## src/rtl/seg_reader.sv

```systemverilog
// Purpose : debounces sampled 7-segment patterns. Once a pattern has been seen STABLE_CNT
//           times in a row it is decoded into a digit and its pre-increment operand.
// Latency : outputs update on the edge that takes the accepting sample; out_valid pulses for the following cycle.
// Backpr. : none; seg_in is sampled on every cycle where seg_valid=1.
// Ports   : clk, rst (sync, active-high), seg_in[6:0] (active-low a..g), seg_valid ->
//           digit, orig, out_valid, blank, illegal, err_count.
module seg_reader #(
    parameter int unsigned STABLE_CNT = 3
) (
    input  logic       clk,
    input  logic       rst,
    input  logic [6:0] seg_in,
    input  logic       seg_valid,
    output logic [3:0] digit,
    output logic [3:0] orig,
    output logic       out_valid,
    output logic       blank,
    output logic       illegal,
    output logic [7:0] err_count
);

    localparam logic [3:0] STABLE = 4'(STABLE_CNT);

    typedef enum logic [1:0] {IDLE, TRACK, LOCKED} state_t;

    state_t     state_q, state_d;
    logic [6:0] last_pat_q, last_pat_d;
    logic [3:0] run_q, run_d;
    logic [3:0] digit_q, digit_d;
    logic [3:0] orig_q, orig_d;
    logic       blank_q, blank_d;
    logic       illegal_q, illegal_d;
    logic       out_valid_q, out_valid_d;
    logic [7:0] err_q, err_d;

    // Decode of the current sample; only committed on acceptance.
    logic [3:0] dec_digit;
    logic [3:0] dec_orig;
    logic       dec_blank;
    logic       dec_illegal;

    always_comb begin
        dec_blank   = 1'b0;
        dec_illegal = 1'b0;
        dec_digit   = 4'hF;
        case (seg_in)
            7'b0000001: dec_digit = 4'd0;
            7'b1001111: dec_digit = 4'd1;
            7'b0010010: dec_digit = 4'd2;
            7'b0000110: dec_digit = 4'd3;
            7'b1001100: dec_digit = 4'd4;
            7'b0100100: dec_digit = 4'd5;
            7'b0100000: dec_digit = 4'd6;
            7'b0001111: dec_digit = 4'd7;
            7'b0000000: dec_digit = 4'd8;
            7'b0000100: dec_digit = 4'd9;
            7'b1111111: begin
                dec_digit = 4'hA;
                dec_blank = 1'b1;
            end
            default:    dec_illegal = 1'b1;
        endcase

        // Displayed value is operand+1: 0 wraps back to 15; blank covers
        // operands 9..14 so it reports the lowest, 9.
        if (dec_illegal) begin
            dec_orig = 4'hF;
        end else if (dec_blank) begin
            dec_orig = 4'd9;
        end else begin
            dec_orig = dec_digit - 4'd1;
        end
    end

    logic       same;
    logic [3:0] run_inc;

    always_comb begin
        state_d     = state_q;
        last_pat_d  = last_pat_q;
        run_d       = run_q;
        digit_d     = digit_q;
        orig_d      = orig_q;
        blank_d     = blank_q;
        illegal_d   = illegal_q;
        err_d       = err_q;
        out_valid_d = 1'b0;

        // In IDLE the stored pattern is the reset value and never counts as a match.
        same    = (state_q != IDLE) && (seg_in == last_pat_q);
        run_inc = (run_q >= STABLE) ? STABLE : run_q + 4'd1;

        if (seg_valid && !(state_q == LOCKED && same)) begin
            last_pat_d = seg_in;
            run_d      = same ? run_inc : 4'd1;
            state_d    = TRACK;
            // Holding off while out_valid is high keeps pulses apart when
            // STABLE_CNT=1; the run stays saturated and accepts on the next sample.
            if (run_d == STABLE && !out_valid_q) begin
                state_d     = LOCKED;
                out_valid_d = 1'b1;
                digit_d     = dec_digit;
                orig_d      = dec_orig;
                blank_d     = dec_blank;
                illegal_d   = dec_illegal;
                if (dec_illegal && err_q != 8'hFF) begin
                    err_d = err_q + 8'd1;
                end
            end
        end
    end

    always_ff @(posedge clk) begin
        if (rst) begin
            state_q     <= IDLE;
            last_pat_q  <= 7'b1111111;
            run_q       <= 4'd0;
            digit_q     <= 4'hA;
            orig_q      <= 4'd9;
            blank_q     <= 1'b1;
            illegal_q   <= 1'b0;
            out_valid_q <= 1'b0;
            err_q       <= 8'd0;
        end else begin
            state_q     <= state_d;
            last_pat_q  <= last_pat_d;
            run_q       <= run_d;
            digit_q     <= digit_d;
            orig_q      <= orig_d;
            blank_q     <= blank_d;
            illegal_q   <= illegal_d;
            out_valid_q <= out_valid_d;
            err_q       <= err_d;
        end
    end

    assign digit     = digit_q;
    assign orig      = orig_q;
    assign blank     = blank_q;
    assign illegal   = illegal_q;
    assign out_valid = out_valid_q;
    assign err_count = err_q;

endmodule

```

## config.mk

```make
export PLATFORM = sky130hd
export DESIGN_NAME = seg_reader
export DESIGN_NICKNAME = d
export VERILOG_FILES = /design/src/rtl/seg_reader.sv
export SDC_FILE = /design/constraint.sdc
export NUM_CORES = 1
export LEC_CHECK = 0
export BUFFER_PORTS_ARGS = -buffer_cell sky130_fd_sc_hd__buf_4
export CAP_MARGIN = 20
export CORE_MARGIN = 2
export CORE_UTILIZATION = 57
export DETAILED_ROUTE_END_ITERATION = 10
export PLACE_DENSITY = 0.82
export SYNTH_ARGS = -nofsm -noshare
export SYNTH_HDL_FRONTEND = slang
export SYNTH_SLANG_ARGS = --single-unit
```

## constraint.sdc

```tcl
create_clock -name clk -period 3.4 [get_ports clk]
set_input_delay 0.34 -clock clk [delete_from_list [all_inputs] [get_ports clk]]
set_output_delay 0.34 -clock clk [all_outputs]
set_load 0.02 [all_outputs]
```

Word-level counts from Yosys, hierarchy flattened:

Cells that the tools add are included.

* $add $sub $neg: 3
* multipliers: 0
* divide/modulo/power cells: 0
* magnitude comparators: 1
* eq/ne operators: 14
* shift operators: 0
* multiplexer cells: 9
* bitwise operators: 1
* reductions and logical operators: 13

Operators with widths (count)
* $pmux 4 s11: 1
* $eq 7x7->1 const B: 3
* $mux 4: 4
* $eq 7x3->1 const B: 2
* $eq 7x6->1 const B: 2
* $reduce_or 11->1: 1
* $add 8x1->8 const B: 1
* $ne 8x8->1 const B: 1
* $eq 7x1->1 const B: 1
* $eq 7x4->1 const B: 1
* $eq 7x5->1 const B: 1
* $eq 7x7->1: 1
* $logic_not 7->1: 1
* $logic_and 1x1->1: 5
* $add 4x1->4 const B: 1
* $eq 4x2->1 const B: 1
* $ge 4x2->1 const B: 1
* $sub 4x1->4 const B: 1
* $mux 1: 3
* $reduce_and 3->1: 1
* $eq 2x2->1 const B: 1
* $logic_not 1->1: 2
* $mux 2: 1
* $reduce_and 2->1: 1
* other kinds (3): 3

* register bits after elaboration: 32
* latch bits: 0
* RAM bits: 0
* bits in read-only memories: 0
* output and inout bits: 19
* word-level logic and storage cells: 50
* memories kept: 0

Logic depth before layout (Yosys ltp):

Gate-level depths: netlist (run 1).

* depth after elaboration: 7
* mapped depth: 9

Worst setup path after synthesis (run 1):

OpenSTA, ideal clock, no wires.

* path type: input port to flip-flop
* from: input port seg_in[3]
* to: register orig_q[1] (netlist: orig[1])
* library setup time: 0.095 ns
* data arrival time: 2.175 ns
* setup slack: 1.130 ns
* stages on the path: 9
* path buffers: 1
* cell sequence: buf_6 > or3_1 > or3_1 > nand3_1 > nor2_1 > nor2b_1 > ha_1 > nand2b_1 > a221oi_1

* word-level cells in the longest chain between the ends: 6

RTL lines
* start: declaration: line 12 `input logic [6:0] seg_in,`
* parallel branches: the longest is 6 deep, another holds $sub 4x1->4
* end signal: assignment: line 129 `orig_q <= orig_d;`
* end: declaration: line 30 `logic [3:0] orig_q, orig_d;`

Several ways; the timed one is not identified.
A chain may end at the register's enable or synchronous reset.

Worst setup path in the final report (run 1):

* from: register run_q[0]
* to: register err_q[3] (netlist: err_count[3])

* word-level cells in the longest chain between the ends: 6

RTL lines
* start: declaration: line 28 `logic [3:0] run_q, run_d;`
* start signal: assignment: line 127 `run_q <= run_d;`
* $add 4x1->4 or $ge 4x2->1 (tied branches): line 91 `run_inc = (run_q >= STABLE) ? STABLE : run_q + 4'd1;`
* $mux 4 *: line 91
* $mux 4 *: line 95 `run_d = same ? run_inc : 4'd1;`
* $eq 4x2->1 *: line 99 `if (run_d == STABLE && !out_valid_q) begin`
* $logic_and 1x1->1 *: line 99
* $reduce_and 3->1 (no source line) *
* end signal: assignment: line 133 `err_q <= err_d;`
* end: declaration: line 34 `logic [7:0] err_q, err_d;`

Mark *: on every way between the ends. The rest lies on a longest branch, timed or not.

==> impl_metrics.tcl, run 1 <==
set metrics [dict create \
    status "complete, no violations" \
    vias 1498 \
    max_stage_delay_ns 0.41 \
    p_leak_nw 0.848 \
    cts_setup_buffers 0 \
    dp_hpwl_um 2380 \
    die_y_um 59.6 \
    ir_drop_uv 289 \
    cts_tree "built" \
    crit_type "reg -> reg" \
    internal_power_mw 0.571 \
    worst_pin_slew_ns 0.647 \
    postCtsHoldBufs 0 \
    root_buffer "clkbuf_4" \
    grt_pass1_vias 1242 \
    multi_input_area_sq_um 1000 \
    grt_max_degree 37 \
    maxSlewViolCount 0 \
    final_core_utilization_pct 67.5 \
    p_sw_mw 0.183 \
    wire_per_inst_um 12.6 \
    num-fill-cells 278 \
    rows 20 \
    combPwrFrac_pct 10.2 \
    synth_fp_nets 221 \
    cp.required_ns 3.63 \
    nets 243 \
    crit_chain "ha_1, nor2b_1, o2111ai_1, or4_1, buf_4, nor4_4, and3_1, mux2_1" \
    stdcell_area_sq_um 2030 \
    ys.flop_type "dfxtp_1" \
    post_cts_resized 0 \
    yosysWarningCount 0 \
    drive_above_1_share_pct 19.9 \
    portBuffers 28 \
    finalSetupTns_ns 0 \
    core_sq_um 3000 \
    max_freq_mhz 400 \
    crit_slowest_cell "or4_1" \
    startpoint_type "register" \
    boundaryPins 29 \
    sequentialPowerShare_pct 51.5 \
    clockBufferDepth 2 \
    synth_cell_type_count 46 \
    firstDrtPassIters 4 \
    avgSynthCellArea_sq_um 8.48 \
    syn-cell-area_sq_um 1760 \
    hold_viol 0 \
    fp.dieW_um 59.6 \
    syn_to_final_growth_pct 15.0 \
    gp_congestion 0.843 \
    async_flop_share_pct 0 \
    dpl-instance-area_sq_um 1950 \
    synth-edff-count 0 \
    grt_remaining_overflow 0 \
    fin_crit_ns 2.50 \
    drc_errors 0 \
    min_path_type "in -> reg" \
    setup_viol 0 \
    final_cell_count_no_fill 264 \
    routed_via_density 5.67 \
    cellPowerDensity_nw_per_um2 371 \
    rsz0062_at_grt "no" \
    crit_path_max_fanout 16 \
    synth.ff_latch_count 32 \
    numClockSinks 32 \
    wl_um 3340 \
    clk_latency_ns 0.34 \
    finClkSkew_ns 0.00753 \
    totalPowerFinal_mw 0.753 \
    yosysSeqAreaShare_pct 36.3 \
    ff_latch_area_sq_um 641 \
    cts_made_buffers 5 \
    die-area_sq_um 3550 \
    grt.total_usage_pct 20.2 \
    drv_cap 0 \
    antenna_found_initial 0 \
    clkTransAtPathRegs_ns 0.10 \
    critPathCaptureType "register" \
    drt_iter0_drc 78 \
    p_clk_share_pct 38.3 \
    htree_levels 2 \
    initial_utilization_pct 58.7 \
    arrival_ns 2.74 \
    grt_pass1_wl_um 5430 \
    relSlewSlack_pct 56.8 \
    dpl.cell_count 256 \
    n_antenna_cell 0 \
    sw_frac_of_total_pct 24.3 \
    netlist_instances 208 \
    drtAntennaViolNets 0 \
    period_share_pct 73.6 \
]
[cell families (layout without fill, tap and decap cells)]
logic type / Yosys count / count (layout) / share of synthesized area (%)
buffers and inverters: 24 / 47 / 6.74
AND/OR/NAND/NOR: 90 / 90 / 28.2
XOR/XNOR: 11 / 11 / 6.32
multiplexers: 3 / 3 / 2.06
adder cells (fa/ha/maj): 3 / 3 / 2.13
AO/OA/AOI/OAI: 45 / 45 / 18.2
flip-flops: 32 / 32 / 36.3
[cell usage in the layout, fill, tap and decap left out, types with 3 or more instances in the layout]
cell type | netlist | layout
a21oi_1 | 10 | 10
a211o_1 | 9 | 9
or3_1 | 6 | 6
and2_1 | 6 | 6
nor3_1 | 3 | 3
and3_1 | 4 | 4
xnor2_1 | 6 | 6
a221oi_1 | 3 | 3
nor2b_1 | 12 | 12
o21ai_0 | 7 | 7
nand2_1 | 9 | 9
ha_1 | 3 | 3
clkbuf_4 | 0 | 5
dfxtp_1 | 32 | 32
inv_1 | 8 | 8
nand4_1 | 4 | 4
nor2_1 | 25 | 25
xor2_1 | 3 | 3
nand3_1 | 4 | 4
buf_4 | 0 | 31
nand2b_1 | 7 | 7
[worst max-delay path, delay by kind of cell, from the launching register on]
family	cells	cell delay [ns]
AND/OR/NAND/NOR	4	1.08
flip-flops	1	0.36
multiplexers	1	0.31
adder cells (fa/ha/maj)	1	0.30
buffers and inverters	1	0.21
AO/OA/AOI/OAI	1	0.13
[synth_stat cells, types with 2 or more instances]
cell      count  area, sq um
a22oi_1       2         15.0
a221oi_1      3         26.3
inv_1         8         30.0
ha_1          3         37.5
nor4_1        2         12.5
o21bai_1      2         15.0
or3_1         6         37.5
and4_1        2         17.5
nor3_1        3         15.0
and2_1        6         37.5
nand2b_1      7         43.8
xnor2_1       6         52.6
dfxtp_1      32          641
nor2_1       25         93.8
nor2b_1      12         75.1
a211o_1       9         78.8
nand2_1       9         33.8
buf_2         5         25.0
nand4_1       4         25.0
and3_1        4         25.0
a211oi_1      2         15.0
xnor2_2       2         32.5
clkbuf_1      7         26.3
o21ai_0       7         35.0
xor2_1        3         26.3
a31o_2        2         17.5
buf_6         3         33.8
nand3_1       4         20.0
a31o_1        2         17.5
a21oi_1      10         50.1
[per-stage QoR]
step                      hold slack (ns)  worst slack (ns)
after global routing                0.289             0.730
after CTS                           0.287             0.885
after floorplan                     0.423              1.13
final                               0.298             0.899
after detailed placement            0.443             0.847
after global placement              0.439             0.909
[layout make-up]
type | instances | share of cell area, %
Clock inverter | 3 | 2.10
Inverter | 8 | 1.48
Tap cell | 33 | 2.04
Multi-Input combinational cell | 152 | 49.5
Sequential cell | 32 | 31.6
Timing Repair Buffer | 31 | 11.5
Clock buffer | 5 | 1.85
[worst paths after layout]
| kind | start | endpoint | slack [ns] | depth (start not counted) |
|---|---|---|---|---|
| worst max-delay path | run_q[0] | err_count[3] | 0.90 | 8 |
| worst min-delay path | seg_in[6] | last_pat_q[6] | 0.30 | 2 |
| worst max register to register | run_q[0] | err_count[3] | 0.90 | 8 |
| worst min register to register | illegal | illegal | 0.46 | 2 |
[state kept, by name, summed over array words and instances (netlist names)]
| name | cells |
|---|---|
| err_count | 8 |
| last_pat_q | 7 |
| digit | 4 |
| orig | 4 |
| run_q | 4 |
| state_q | 2 |
| blank | 1 |
| illegal | 1 |
| out_valid | 1 |
[power groups by stage]
stage | logic [mW] | registers [mW] | clock network, mW
final | 0.0771 | 0.388 | 0.289
after global routing | 0.0858 | 0.389 | 0.314
after CTS | 0.0771 | 0.388 | 0.296
after detailed placement | 0.0766 | 0.396 | 0
after global placement | 0.0751 | 0.396 | 0
after floorplan | 0.0625 | 0.395 | 0
[routing by layer]
metal  part of all wire [%]  wire length (um)  GRT usage [%]  vias up
li1                       -                 -              -      779
met1                     48              1620           26.4      686
met2                     46              1540           32.0       29
met3                    4.4               148           4.15        4
met4                    1.0                34           9.21        0
met5                      0                 0              0        -
(Power assumes the default switching activity.)
==> run 2, diff against run 1 <==
- CORE_UTILIZATION: 57 -> 50
- PLACE_DENSITY: 0.82 -> 0.76
- clock period: 3.4 -> 2 ns (I/O delays scaled with it)
==> impl_metrics.tcl, run 2 (same netlist as run 1, synthesis figures left out) <==
set metrics [dict create \
    relSlewSlack_pct 69.7 \
    rsz0062_at_grt "yes" \
    drv_cap 0 \
    preCtsSetupSlack_ns -0.177 \
    largest_reg_flops 8 \
    gp_congestion 0.860 \
    grt_pass1_vias 1574 \
    grt_max_degree 37 \
    portBuffers 28 \
    grt_pass1_wl_um 6980 \
    rows 21 \
    fin_crit_ns 2.15 \
    period_share_pct 107 \
    status "complete, but fails checks" \
    crit_slowest_cell "or4_4" \
    ir_drop_uv 403 \
    worstReg2RegStart "run_q[0]" \
    routed_via_density 5.32 \
    maxSlewViolCount 0 \
    drt_iter0_drc 68 \
    max_stage_delay_ns 0.45 \
    dp_hpwl_um 2750 \
    clk_latency_ns 0.33 \
    root_buffer "clkbuf_4" \
    vias 1644 \
    postCtsHoldBufs 0 \
    die-area_sq_um 4020 \
    cp-startpoint "run_q[0]" \
    hold_viol 0 \
    clockBufferDepth 2 \
    timing.final.ws_setup_ns -0.147 \
    arrival_ns 2.37 \
    startpoint_type "register" \
    drtAntennaViolNets 0 \
    syn_to_final_growth_pct 36.3 \
    crit_chain "ha_4, nor2b_4, o2111ai_2, or4_4, nor4_4, and3_1, mux2_4" \
    drc_errors 0 \
    numClockSinks 32 \
    firstDrtPassIters 4 \
    p_sw_mw 0.304 \
    grt.total_usage_pct 21.9 \
    violations "setup timing" \
    cts_made_buffers 5 \
    initial_utilization_pct 52.4 \
    critPathBufInv 0 \
    combPwrFrac_pct 14.7 \
    n_antenna_cell 0 \
    htree_levels 2 \
    fp.dieW_um 63.4 \
    finClkSkew_ns 0.0120 \
    crit_path_max_fanout 3 \
    max_freq_mhz 466 \
    sequentialPowerShare_pct 53.9 \
    min_path_type "in -> reg" \
    boundaryPins 29 \
    core_sq_um 3360 \
    wire_per_inst_um 12.7 \
    crit_type "reg -> reg" \
    final_common_cell "buf_4" \
    cp.required_ns 2.22 \
    internal_power_mw 0.918 \
    crit_family "simple AND/OR/NAND/NOR gates" \
    worst_pin_slew_ns 0.448 \
    clkTransAtPathRegs_ns 0.09 \
    grt_remaining_overflow 0 \
    cts_tree "built" \
    final_cell_mix "buf_4, dfxtp_1, nor2_1" \
    critPathCaptureType "register" \
    cellPowerDensity_nw_per_um2 509 \
    setup_viol 11 \
    p_clk_share_pct 31.4 \
    final_core_utilization_pct 71.5 \
    hp-start "seg_in[1]" \
    die_y_um 63.4 \
    drive_above_1_share_pct 35.4 \
    wl_um 3910 \
    antenna_found_initial 0 \
    p_leak_nw 1.02 \
    sw_frac_of_total_pct 24.9 \
    nets 275 \
]
-- run 2: per-layer routing --
metal / up-vias / GRT usage (%) / share of wire (%)
li1: 842 / - / -
met1: 776 / 26.2 / 45
met2: 20 / 38.0 / 51
met3: 6 / 5.36 / 3.1
met4: 0 / 7.34 / 1.4
met5: - / 0 / 0
-- run 2: path summary, 6_finish.rpt --
check | slack (ns) | end | cells after the start
worst max-delay path | -0.15 | err_count[3] | 7
worst min-delay path | 0.11 | last_pat_q[1] | 2
worst max register to register | -0.15 | err_count[3] | 7
worst min register to register | 0.47 | digit[2] | 2
-- run 2: stage by stage --
step,hold slack [ns],area (sq um),instances,setup TNS (ns),total power [mW]
after detailed placement,0.447,2230,295,-1.28,0.843
after CTS,0.103,2390,309,-0.631,1.23
after global routing,0.108,2400,309,-1.99,1.28
after global placement,0.439,2230,295,-0.634,0.840
after floorplan,0.423,1830,208,-0.436,0.782
final,0.112,2400,309,-0.874,1.22
-- run 2: power by group through the flow --
stage	Sequential (mW)	Combinational [mW]	Clock, mW
after global placement	0.674	0.167	0
after global routing	0.662	0.198	0.421
after CTS	0.659	0.178	0.396
final	0.659	0.180	0.383
after detailed placement	0.674	0.169	0
after floorplan	0.673	0.109	0
-- run 2: area by class of cell --
class,count,area [sq um]
Multi-Input combinational cell,152,1110
Fill cell,276,960
Sequential cell,32,643
Timing Repair Buffer,63,505
Clock buffer,8,58.8
Tap cell,46,57.6
Inverter,8,30.0
-- run 2: timing repair --
action | in CTS | in global routing
pin swaps | 3 | 2
buffers inserted | 6 | 0
gates resized for setup | 13 | 3
setup endpoints to repair | 12 | 22
==> run 3, diff against run 2 <==
- CORE_ASPECT_RATIO: unset -> 0.75
==> impl_metrics.tcl, run 3 (same netlist as run 1, synthesis figures left out) <==
set metrics [dict create \
    cp.required_ns 2.18 \
    timing.final.ws_setup_ns -0.222 \
    postCtsHoldBufs 0 \
    crit_family "simple AND/OR/NAND/NOR gates" \
    finalSetupTns_ns -1.80 \
    cp-startpoint "run_q[1]" \
    initial_utilization_pct 52.9 \
    wl_um 4510 \
    worst_pin_slew_ns 0.489 \
    cellPowerDensity_nw_per_um2 622 \
    rows 18 \
    reg2reg_to "err_count[2]" \
    vias 1707 \
    max_stage_delay_ns 0.47 \
    portBuffers 28 \
    root_buffer "clkbuf_8" \
    crit_slowest_cell "or4_4" \
    drv_cap 0 \
    drtAntennaViolNets 0 \
    startpoint_type "register" \
    final_cell_mix "buf_4, dfxtp_1, nor2_1" \
    final_core_utilization_pct 74.0 \
    hold_viol 0 \
    nets 276 \
    finClkSkew_ns 0.00944 \
    relSlewSlack_pct 67.1 \
    htree_levels 2 \
    die_y_um 55.4 \
    syn_to_final_growth_pct 39.9 \
    reg2reg_slack_ns -0.22 \
    boundaryPins 29 \
    preCtsSetupSlack_ns -0.211 \
    crit_chain "ha_4, nor2b_4, o2111ai_2, or4_4, nor4_4, buf_4, buf_6, a21oi_2, a31o_1" \
    grt_max_degree 37 \
    dp_hpwl_um 2890 \
    grt_remaining_overflow 0 \
    n_antenna_cell 0 \
    status "complete, but fails checks" \
    maxSlewViolCount 0 \
    fin_crit_ns 2.22 \
    hold_ws_ns 0.161 \
    grt_pass1_vias 1605 \
    drt_iter0_drc 105 \
    clk_latency_ns 0.29 \
    cp.depth 9 \
    crit_path_max_fanout 6 \
    grt.total_usage_pct 22.7 \
    critPathCaptureType "register" \
    cts_made_buffers 5 \
    drive_above_1_share_pct 36.0 \
    critPathBufInv 2 \
    setup_viol 14 \
    routed_via_density 5.62 \
    firstDrtPassIters 4 \
    largest_reg_flops 8 \
    clockBufferDepth 2 \
    wire_per_inst_um 14.8 \
    core_sq_um 3330 \
    arrival_ns 2.41 \
    p_leak_nw 1.06 \
    final_common_cell "buf_4" \
    antenna_found_initial 0 \
    clkTransAtPathRegs_ns 0.07 \
    ir_drop_uv 501 \
    totalPowerFinal_mw 1.53 \
    grt_pass1_wl_um 7190 \
    gp_congestion 0.819 \
    violations "setup timing" \
    cts_tree "built" \
    crit_type "reg -> reg" \
    max_freq_mhz 450 \
    fp.dieW_um 72.6 \
    min_path_type "in -> reg" \
    rsz0062_at_grt "yes" \
    worstReg2RegStart "run_q[1]" \
    period_share_pct 111 \
    die-area_sq_um 4020 \
    numClockSinks 32 \
    endpoint "err_count[2]" \
    ff2ff_path_depth 9 \
    drc_errors 0 \
]
-- run 3: worst min-delay path by stage --
| stage | startpoint | end | slack (ns) | cells after the start |
|---|---|---|---|---|
| 2_1_floorplan | run_q[2] | run_q[2] | 0.42 | 1 |
| 3_3_place_gp | run_q[2] | run_q[2] | 0.44 | 1 |
| 3_5_place_dp | run_q[2] | run_q[2] | 0.44 | 1 |
| 4_1_cts | seg_in[3] | last_pat_q[3] | 0.16 | 2 |
| 5_1_grt | seg_in[3] | last_pat_q[3] | 0.17 | 2 |
| 6_report | seg_in[3] | last_pat_q[3] | 0.16 | 2 |
-- run 3: report_power, final --
group          switching [mW]  internal, mW
logic                  0.0875        0.0927
registers             0.00923         0.650
clock network           0.254         0.440
-- run 3: layout make-up --
class                   count  area, sq um
multi-input cells         152         1110
fillers                   258          867
flip-flops and latches     32          643
repair buffers             64          508
clock buffers               7         96.3
well taps                  40         50.0
clock inverters             1         30.0
inverters                   8         30.0
-- run 3: metrics by stage --
| step | cell area, sq um | cells |
|---|---|---|
| after floorplan | 1830 | 208 |
| after global placement | 2230 | 290 |
| after detailed placement | 2230 | 290 |
| after CTS | 2400 | 300 |
| after global routing | 2470 | 304 |
| final | 2470 | 304 |
-- run 3: worst reg2reg max path, stage by stage (launching register included) --
cell and delay, ns:
dfxtp_2 0.34, ha_4 0.26, nor2b_4 0.13, o2111ai_2 0.13, or4_4 0.47, nor4_4 0.22
buf_4 0.19, buf_6 0.13, a21oi_2 0.06, a31o_1 0.19
-- run 3: what timing repair did --
action                                 in CTS  in global routing
pin swaps                                   4                  4
endpoints found under the hold margin       0                  0
gates resized for setup                     6                 10
setup endpoints to repair                  15                 24
buffers inserted                            2                  4
cloned                                      0                  0
-- run 3: metal layers --
metal	track usage (%)	part of all wire, %	vias up
li1	-	-	846
met1	28.5	45	801
met2	36.8	49	52
met3	6.02	5.1	8
met4	9.26	1.8	0
met5	0	0	-
